`config.mk`:
```
export PLATFORM = sky130hd
export DESIGN_NAME = regfile_wb_arbiter
export DESIGN_NICKNAME = d
export VERILOG_FILES = /design/src/rtl/regfile_wb_arbiter.sv
export SDC_FILE = /design/constraint.sdc
export NUM_CORES = 1
export LEC_CHECK = 0
export ABC_AREA = 1
export ABC_CLOCK_PERIOD_IN_PS = 1260
export BUFFER_PORTS_ARGS = -buffer_cell sky130_fd_sc_hd__buf_4
export CAP_MARGIN = 20
export CELL_PAD_IN_SITES_DETAIL_PLACEMENT = 0
export CELL_PAD_IN_SITES_GLOBAL_PLACEMENT = 2
export CORE_MARGIN = 2
export CORE_UTILIZATION = 18
export CTS_CLUSTER_DIAMETER = 30
export DETAILED_ROUTE_END_ITERATION = 10
export PLACE_DENSITY_LB_ADDON = 0.1
export SYNTH_ARGS = -nofsm -noshare
export SYNTH_HDL_FRONTEND = slang
export SYNTH_SLANG_ARGS = --single-unit
```
`constraint.sdc`:
```
create_clock -name CLK -period 1.26 [get_ports CLK]
set_clock_uncertainty 0.15 [all_clocks]
set_input_delay 0.252 -clock CLK [delete_from_list [all_inputs] [get_ports CLK]]
set_output_delay 0.252 -clock CLK [all_outputs]
set_load 0.005 [all_outputs]
```
`src/rtl/regfile_wb_arbiter.sv`:
```
// Writeback arbiter owning the register file write port (WE3/A3/WD3), shared by ALU and LSU.
// Build option REGFILE_WB_CLEAR_EN adds a post-reset clear of x1..x(NUM_REGS-1).
module regfile_wb_arbiter #(
  parameter int NUM_REGS = 16,
  parameter int ADDR_W   = 5,
  parameter int DATA_W   = 32
) (
  input  logic              CLK,
  input  logic              reset_n,
  input  logic              alu_valid,
  input  logic [ADDR_W-1:0] alu_rd,
  input  logic [DATA_W-1:0] alu_wd,
  output logic              alu_ready,
  input  logic              lsu_valid,
  input  logic [ADDR_W-1:0] lsu_rd,
  input  logic [DATA_W-1:0] lsu_wd,
  output logic              lsu_ready,
  output logic              WE3,
  output logic [ADDR_W-1:0] A3,
  output logic [DATA_W-1:0] WD3,
  output logic              init_done,
  output logic              err_addr
);

  localparam logic [ADDR_W-1:0] LAST_REG = ADDR_W'(NUM_REGS - 1);

  typedef enum logic {GRANT_ALU = 1'b0, GRANT_LSU = 1'b1} grant_e;

  logic              we3_q, we3_d;
  logic [ADDR_W-1:0] a3_q, a3_d;
  logic [DATA_W-1:0] wd3_q, wd3_d;
  logic              err_addr_q, err_addr_d;
  logic              init_done_q, init_done_d;
  grant_e            last_grant_q, last_grant_d;

  logic              run;
  logic              alu_xfer, lsu_xfer;
  logic [ADDR_W-1:0] sel_rd;
  logic [DATA_W-1:0] sel_wd;

`ifdef REGFILE_WB_CLEAR_EN
  typedef enum logic {S_CLEAR, S_RUN} state_e;
  state_e            state_q, state_d;
  logic [ADDR_W-1:0] clr_ptr_q, clr_ptr_d;

  assign run = (state_q == S_RUN);
`else
  assign run = 1'b1;
`endif

  // Tie goes to whichever port was not granted last; an idle cycle reports both ready.
  assign alu_ready = run && (!lsu_valid || (alu_valid && last_grant_q == GRANT_LSU));
  assign lsu_ready = run && (!alu_valid || (lsu_valid && last_grant_q == GRANT_ALU));

  always_comb begin
    alu_xfer = alu_valid && alu_ready;
    lsu_xfer = lsu_valid && lsu_ready;
    sel_rd   = lsu_xfer ? lsu_rd : alu_rd;
    sel_wd   = lsu_xfer ? lsu_wd : alu_wd;

    // NOTE: every output of this block gets a default first so no path can infer a latch.
    we3_d        = 1'b0;
    a3_d         = a3_q;
    wd3_d        = wd3_q;
    err_addr_d   = 1'b0;
    last_grant_d = last_grant_q;
`ifdef REGFILE_WB_CLEAR_EN
    init_done_d  = init_done_q;
    state_d      = state_q;
    clr_ptr_d    = clr_ptr_q;

    if (state_q == S_CLEAR) begin
      we3_d     = 1'b1;
      a3_d      = clr_ptr_q;
      wd3_d     = '0;
      clr_ptr_d = clr_ptr_q + 1'b1;
      if (clr_ptr_q == LAST_REG) begin
        state_d     = S_RUN;
        init_done_d = 1'b1;
      end
    end else
`else
    init_done_d  = 1'b1;
`endif
    if (alu_xfer || lsu_xfer) begin
      a3_d         = sel_rd;
      wd3_d        = sel_wd;
      // x0 and out-of-range targets are consumed as grants but never written.
      we3_d        = (sel_rd != '0) && (sel_rd <= LAST_REG);
      err_addr_d   = (sel_rd > LAST_REG);
      last_grant_d = lsu_xfer ? GRANT_LSU : GRANT_ALU;
    end
  end

  // NOTE: state flops use non-blocking assignments so every flop samples pre-edge values.
  always_ff @(posedge CLK) begin
    if (!reset_n) begin
      we3_q        <= 1'b0;
      a3_q         <= '0;
      wd3_q        <= '0;
      err_addr_q   <= 1'b0;
      init_done_q  <= 1'b0;
      last_grant_q <= GRANT_LSU;
`ifdef REGFILE_WB_CLEAR_EN
      state_q      <= S_CLEAR;
      clr_ptr_q    <= ADDR_W'(1);
`endif
    end else begin
      we3_q        <= we3_d;
      a3_q         <= a3_d;
      wd3_q        <= wd3_d;
      err_addr_q   <= err_addr_d;
      init_done_q  <= init_done_d;
      last_grant_q <= last_grant_d;
`ifdef REGFILE_WB_CLEAR_EN
      state_q      <= state_d;
      clr_ptr_q    <= clr_ptr_d;
`endif
    end
  end

  assign WE3       = we3_q;
  assign A3        = a3_q;
  assign WD3       = wd3_q;
  assign err_addr  = err_addr_q;
  assign init_done = init_done_q;

endmodule

```
== Word level (Yosys, flattened, before mapping) ==
Index checks and enable logic that the tools add are counted.

* Register bits after elaboration: 41
* Bits of input ports: 78
* Output and inout bits: 42
* Logic and storage cells: 25

* Magnitude comparators: 2
* Mux-type cells: 4
* Bitwise logic cells: 1
* Reduce and logical (&&, ||, !) cells: 12

{| class="wikitable"
|+ Operator list
! kind !! count
|-
| 32-bit two-way mux || 1
|-
| 5-bit by 4-bit > comparator with 1-bit output, second input constant || 1
|-
| 5-bit by 4-bit less-or-equal comparator with 1-bit output, second input constant || 1
|-
| 1-bit logical AND || 5
|-
| 5-bit two-way mux || 1
|-
| 5-bit nonzero test || 1
|-
| 1-bit logical OR || 3
|-
| 1-bit zero test || 2
|-
| 1-bit two-way mux || 2
|-
| 2-bit AND reduction || 1
|-
| 1-bit NOT || 1
|}

== Depth between registers and ports, before layout ==
* Word-level depth: 7
* Depth in mapped cells: 8
* Gate-level depth less buffers: 7

== Worst setup path after synthesis ==
Ideal clock, no wire load.

* Kind: input-to-reg
* Start point: in lsu_valid
* End point: reg a3_q[0], in the netlist A3[0]
* Setup time: 0.117 ns
* Arrival: 0.983 ns
* Data required time: 0.993 ns
* Path slack: 0.010 ns
* Cell stages on the path: 5
* Cell sequence: buf_2 -> o21ai_1 -> buf_2 -> buf_4 -> o21ai_1

* Cells in the longest elaborated chain, start to end: 4
* Elaborated cells between the ends (all ways): 8
* Those cells by class: 1 x mux; 7 x reduce/logical

{| class="wikitable"
|+ RTL lines
! what !! line !! text
|-
| start, declared || 14 || <nowiki>input logic lsu_valid,</nowiki>
|-
| 1-bit logical AND / 1-bit zero test (equally long branches) || 53, 52 ||
|-
| 1-bit logical OR, on equally long branches || 53, 52 ||
|-
| 1-bit logical AND, on equally long branches || 57, 56 ||
|-
| 5-bit two-way mux / 1-bit logical OR (equally long branches) || 58, 85 ||
|-
| end signal, assigned || 99 || <nowiki>a3_q <= '0;</nowiki>
|-
| end signal, assigned || 110 || <nowiki>a3_q <= a3_d;</nowiki>
|-
| end, declared || 30 || <nowiki>logic [ADDR_W-1:0] a3_q, a3_d;</nowiki>
|}

Parallel ways exist; a longest one is shown, timed or not.
A chain may end at the register's enable or synchronous reset.

== Worst setup path in the final report ==
* Start point: reg last_grant_q
* End point: out lsu_ready

* Cells in the longest elaborated chain, start to end: 3

{| class="wikitable"
|+ RTL lines
! what !! line !! text
|-
| start, declared || 34 || <nowiki>grant_e last_grant_q, last_grant_d;</nowiki>
|-
| start signal, assigned || 114 || <nowiki>last_grant_q <= last_grant_d;</nowiki>
|-
| 1-bit NOT || 53 || <nowiki>assign lsu_ready = run && (!alu_valid || (lsu_valid && last_grant_q == GRANT_ALU));</nowiki>
|-
| 1-bit logical AND || 53 ||
|-
| 1-bit logical OR || 53 ||
|-
| end, declared || 17 || <nowiki>output logic lsu_ready,</nowiki>
|}

No other way between the ends.

==> out/results.ini <==
[run_status]
violations = setup timing
status = complete, but fails checks

[timing]
tightest_slew_ns = 0.277
final_hold_viol_count = 0
slew_headroom = 0.815
fin_ws_ns = -0.137
min_period_ns = 1.40
drv_slew = 0
period_share = 1.11
fmax_ghz = 0.716
finalSetupTns_ns = -0.658
finalSetupViolations = 17
rsz0062_at_grt = true

[placed_design]
dpl_worst_slack_ns = -0.0784
io_buffers = 119
dp_cells = 516
detailed_place.area_sq_um = 2980
dp_hpwl_um = 4550
gp_congestion = 0.706

[setup_path]
worstPathCellList = buf_6, o21ai_4, buf_6
r2r_start = last_grant_q$_SDFFE_PN1N_
cp_common_cell = buf_6
rrSetupSlack_ns = -0.07
cp_slowest_cell = dfxtp_2
crit_type = flip-flop to output port
regToRegEndpoint = WE3$_SDFF_PN0_
crit_fanout = 2
cp.arrival_ns = 1.00
cp-start-kind = flip-flop
rr_worst_depth = 9
crit_path_end_kind = output port
required_ns = 0.86
critical-path-max-stage-delay_ns = 0.35

[final_layout]
finalNonFillerCells = 529
final_area_sq_um = 3220
n_antenna_cell = 0
final_util = 0.316
synthToLayoutAreaGrowth_pct = 73.4
drive_gt1_frac = 0.410
nets = 470

[synthesis]
postSynth.asyncResetShare = 0
netlist.area_leader.share = 0.442
syn_nets = 344
netlist_instances = 266
synth.area.top_cells = dfxtp_1 44%, o21ai_0 15%, nand3_1 11%
synth_warnings = 0
synth_seq_cells = 41
synth.yosys.seq_area_share = 0.442
synth_area_per_cell_sq_um = 6.98
synth.most_common_cell = o21ai_0
synthFlopType = dfxtp_1
netlist_area_sq_um = 1860
synth_common_cells = 54 x o21ai_0, 45 x nand2_1, 41 x dfxtp_1
synth_enable_flop_cells = 0
yosysTopAreaCell = dfxtp_1
synth_cell_types = 14

[clocking]
cts.sinks = 41
clk_latency_ns = 0.29
path_clk_slew_ns = 0.08
cts_made_buffers = 5
root_buffer = clkbuf_8
h-tree-depth = 2
cts_tree = done
clk_path_buf_depth = 2

[global_routing]
grt_max_degree = 29
antenna_found_initial = 0
grt_overflow_total = 0
grt_use_total = 0.118
grt_pass1_wl_um = 10400
first_global_vias = 2041

[run]
maxCapViolCount = 0

[floorplanning]
die_w_um = 106
initial_core_util = 0.182
die_area_sq_um = 11100
ios = 120
die_y_um = 106
rows = 37
core_area_sq_um = 10200

[min_path]
hold_depth = 3
holdCritPathClass = input pin to flip-flop
hold_start = lsu_wd[3]
hold_end = WD3[3]$_SDFFE_PN0N_

[power_and_ir_drop]
vdd_drop_max_mv = 0.439
leakage_nw = 1.61
power_per_cell_area_nw_per_um2 = 987

[route]
wire_per_inst_um = 12.7
drt_pass1_iterations = 3
post-route-drc-count = 0
routed_wl_um = 6710
ant_nets = 0
post_drt_via_cell_ratio = 3.96
drtIter0Drc = 40
vias = 2094

==> cell families after synthesis <==
group                  after synthesis  synth area share
AO/OA/AOI/OAI                       72             0.196
flip-flops                          41             0.442
buffers and inverters               60             0.139
AND/OR/NAND/NOR                     93             0.223
==> critical path, delay by kind of cell, from the launching register on <==
kind,cells,cell delay (ns)
buf+inv,2,0.23
flops,1,0.35
compound gates,1,0.13
==> area by class of cell <==
cell class | count | area (sq um)
sequential | 41 | 822
fill | 1146 | 6970
multi-input combinational | 165 | 850
inverter | 40 | 150
tap | 136 | 170
timing repair buffer | 139 | 1140
clock buffer | 5 | 68.8
clock inverter | 3 | 17.5
==> flip-flops by register name (all words and copies together) (netlist names) <==
name and cells:
WD3 32, init_done 1, err_addr 1, last_grant_q 1
WE3 1, A3 5
==> timing repair <==
action	CTS	global route
setup endpoints to repair	22	40
pin swaps	3	4
resized for setup	23	24
buffers inserted	4	0
hold buffers	0	0
cloned	1	1
==> how the worst max path moves through the flow <==
stage          cells past startpoint                    to                       from
2_1_floorplan                      5    A3[0]$_SDFFE_PN0N_                  lsu_valid
3_3_place_gp                       6  WD3[29]$_SDFFE_PN0N_                  alu_valid
3_5_place_dp                       6  WD3[16]$_SDFFE_PN0N_                  alu_valid
5_1_grt                            3             lsu_ready  last_grant_q$_SDFFE_PN1N_
4_1_cts                            4             alu_ready  last_grant_q$_SDFFE_PN1N_
6_report                           3             lsu_ready  last_grant_q$_SDFFE_PN1N_
==> per-stage QoR <==
step	power [mW]	hold WS, ns
floorplan	1.76	0.130
global placement	2.25	0.311
detailed placement	2.25	0.319
CTS	3.23	0.0530
global route	3.38	0.0694
finish	3.18	0.0686
==> layout by cell type (no fill, tap or decap) <==
cell type,synthesis,layout
buf_4,3,129
nand2_1,45,43
dfxtp_1,41,40
inv_1,40,40
o21ai_1,17,39
nand3_1,39,38
o21ai_0,54,27
clkbuf_8,0,5
buf_6,1,4
o21ai_4,0,3
o21ai_2,1,3
nand3b_1,3,3
buf_12,0,3
nand2_4,0,2
nand2_2,2,2
nor2_1,4,2
clkinv_2,0,2
nor2_4,0,1
nand3_2,0,1
nor2_2,0,1
clkinvlp_4,0,1
buf_16,0,1
clkbuf_16,0,1
dfxtp_2,0,1
buf_8,0,1
==> where the power goes <==
group | internal [mW] | total (mW) | leakage, nW | switching (mW)
logic | 0.475 | 0.832 | 1.23 | 0.357
registers | 1.41 | 1.47 | 0.341 | 0.0584
clock network | 0.384 | 0.879 | 0.0439 | 0.495
==> per-layer routing <==
| layer | up-vias | share of wire | track usage |
|---|---|---|---|
| li1 | 1116 | - | - |
| met1 | 908 | 0.45 | 0.145 |
| met2 | 68 | 0.48 | 0.204 |
| met3 | 2 | 0.061 | 0.0315 |
| met4 | 0 | 0.0070 | 0.0310 |
| met5 | - | 0 | 0 |
Power figures use the tool's default switching activity.
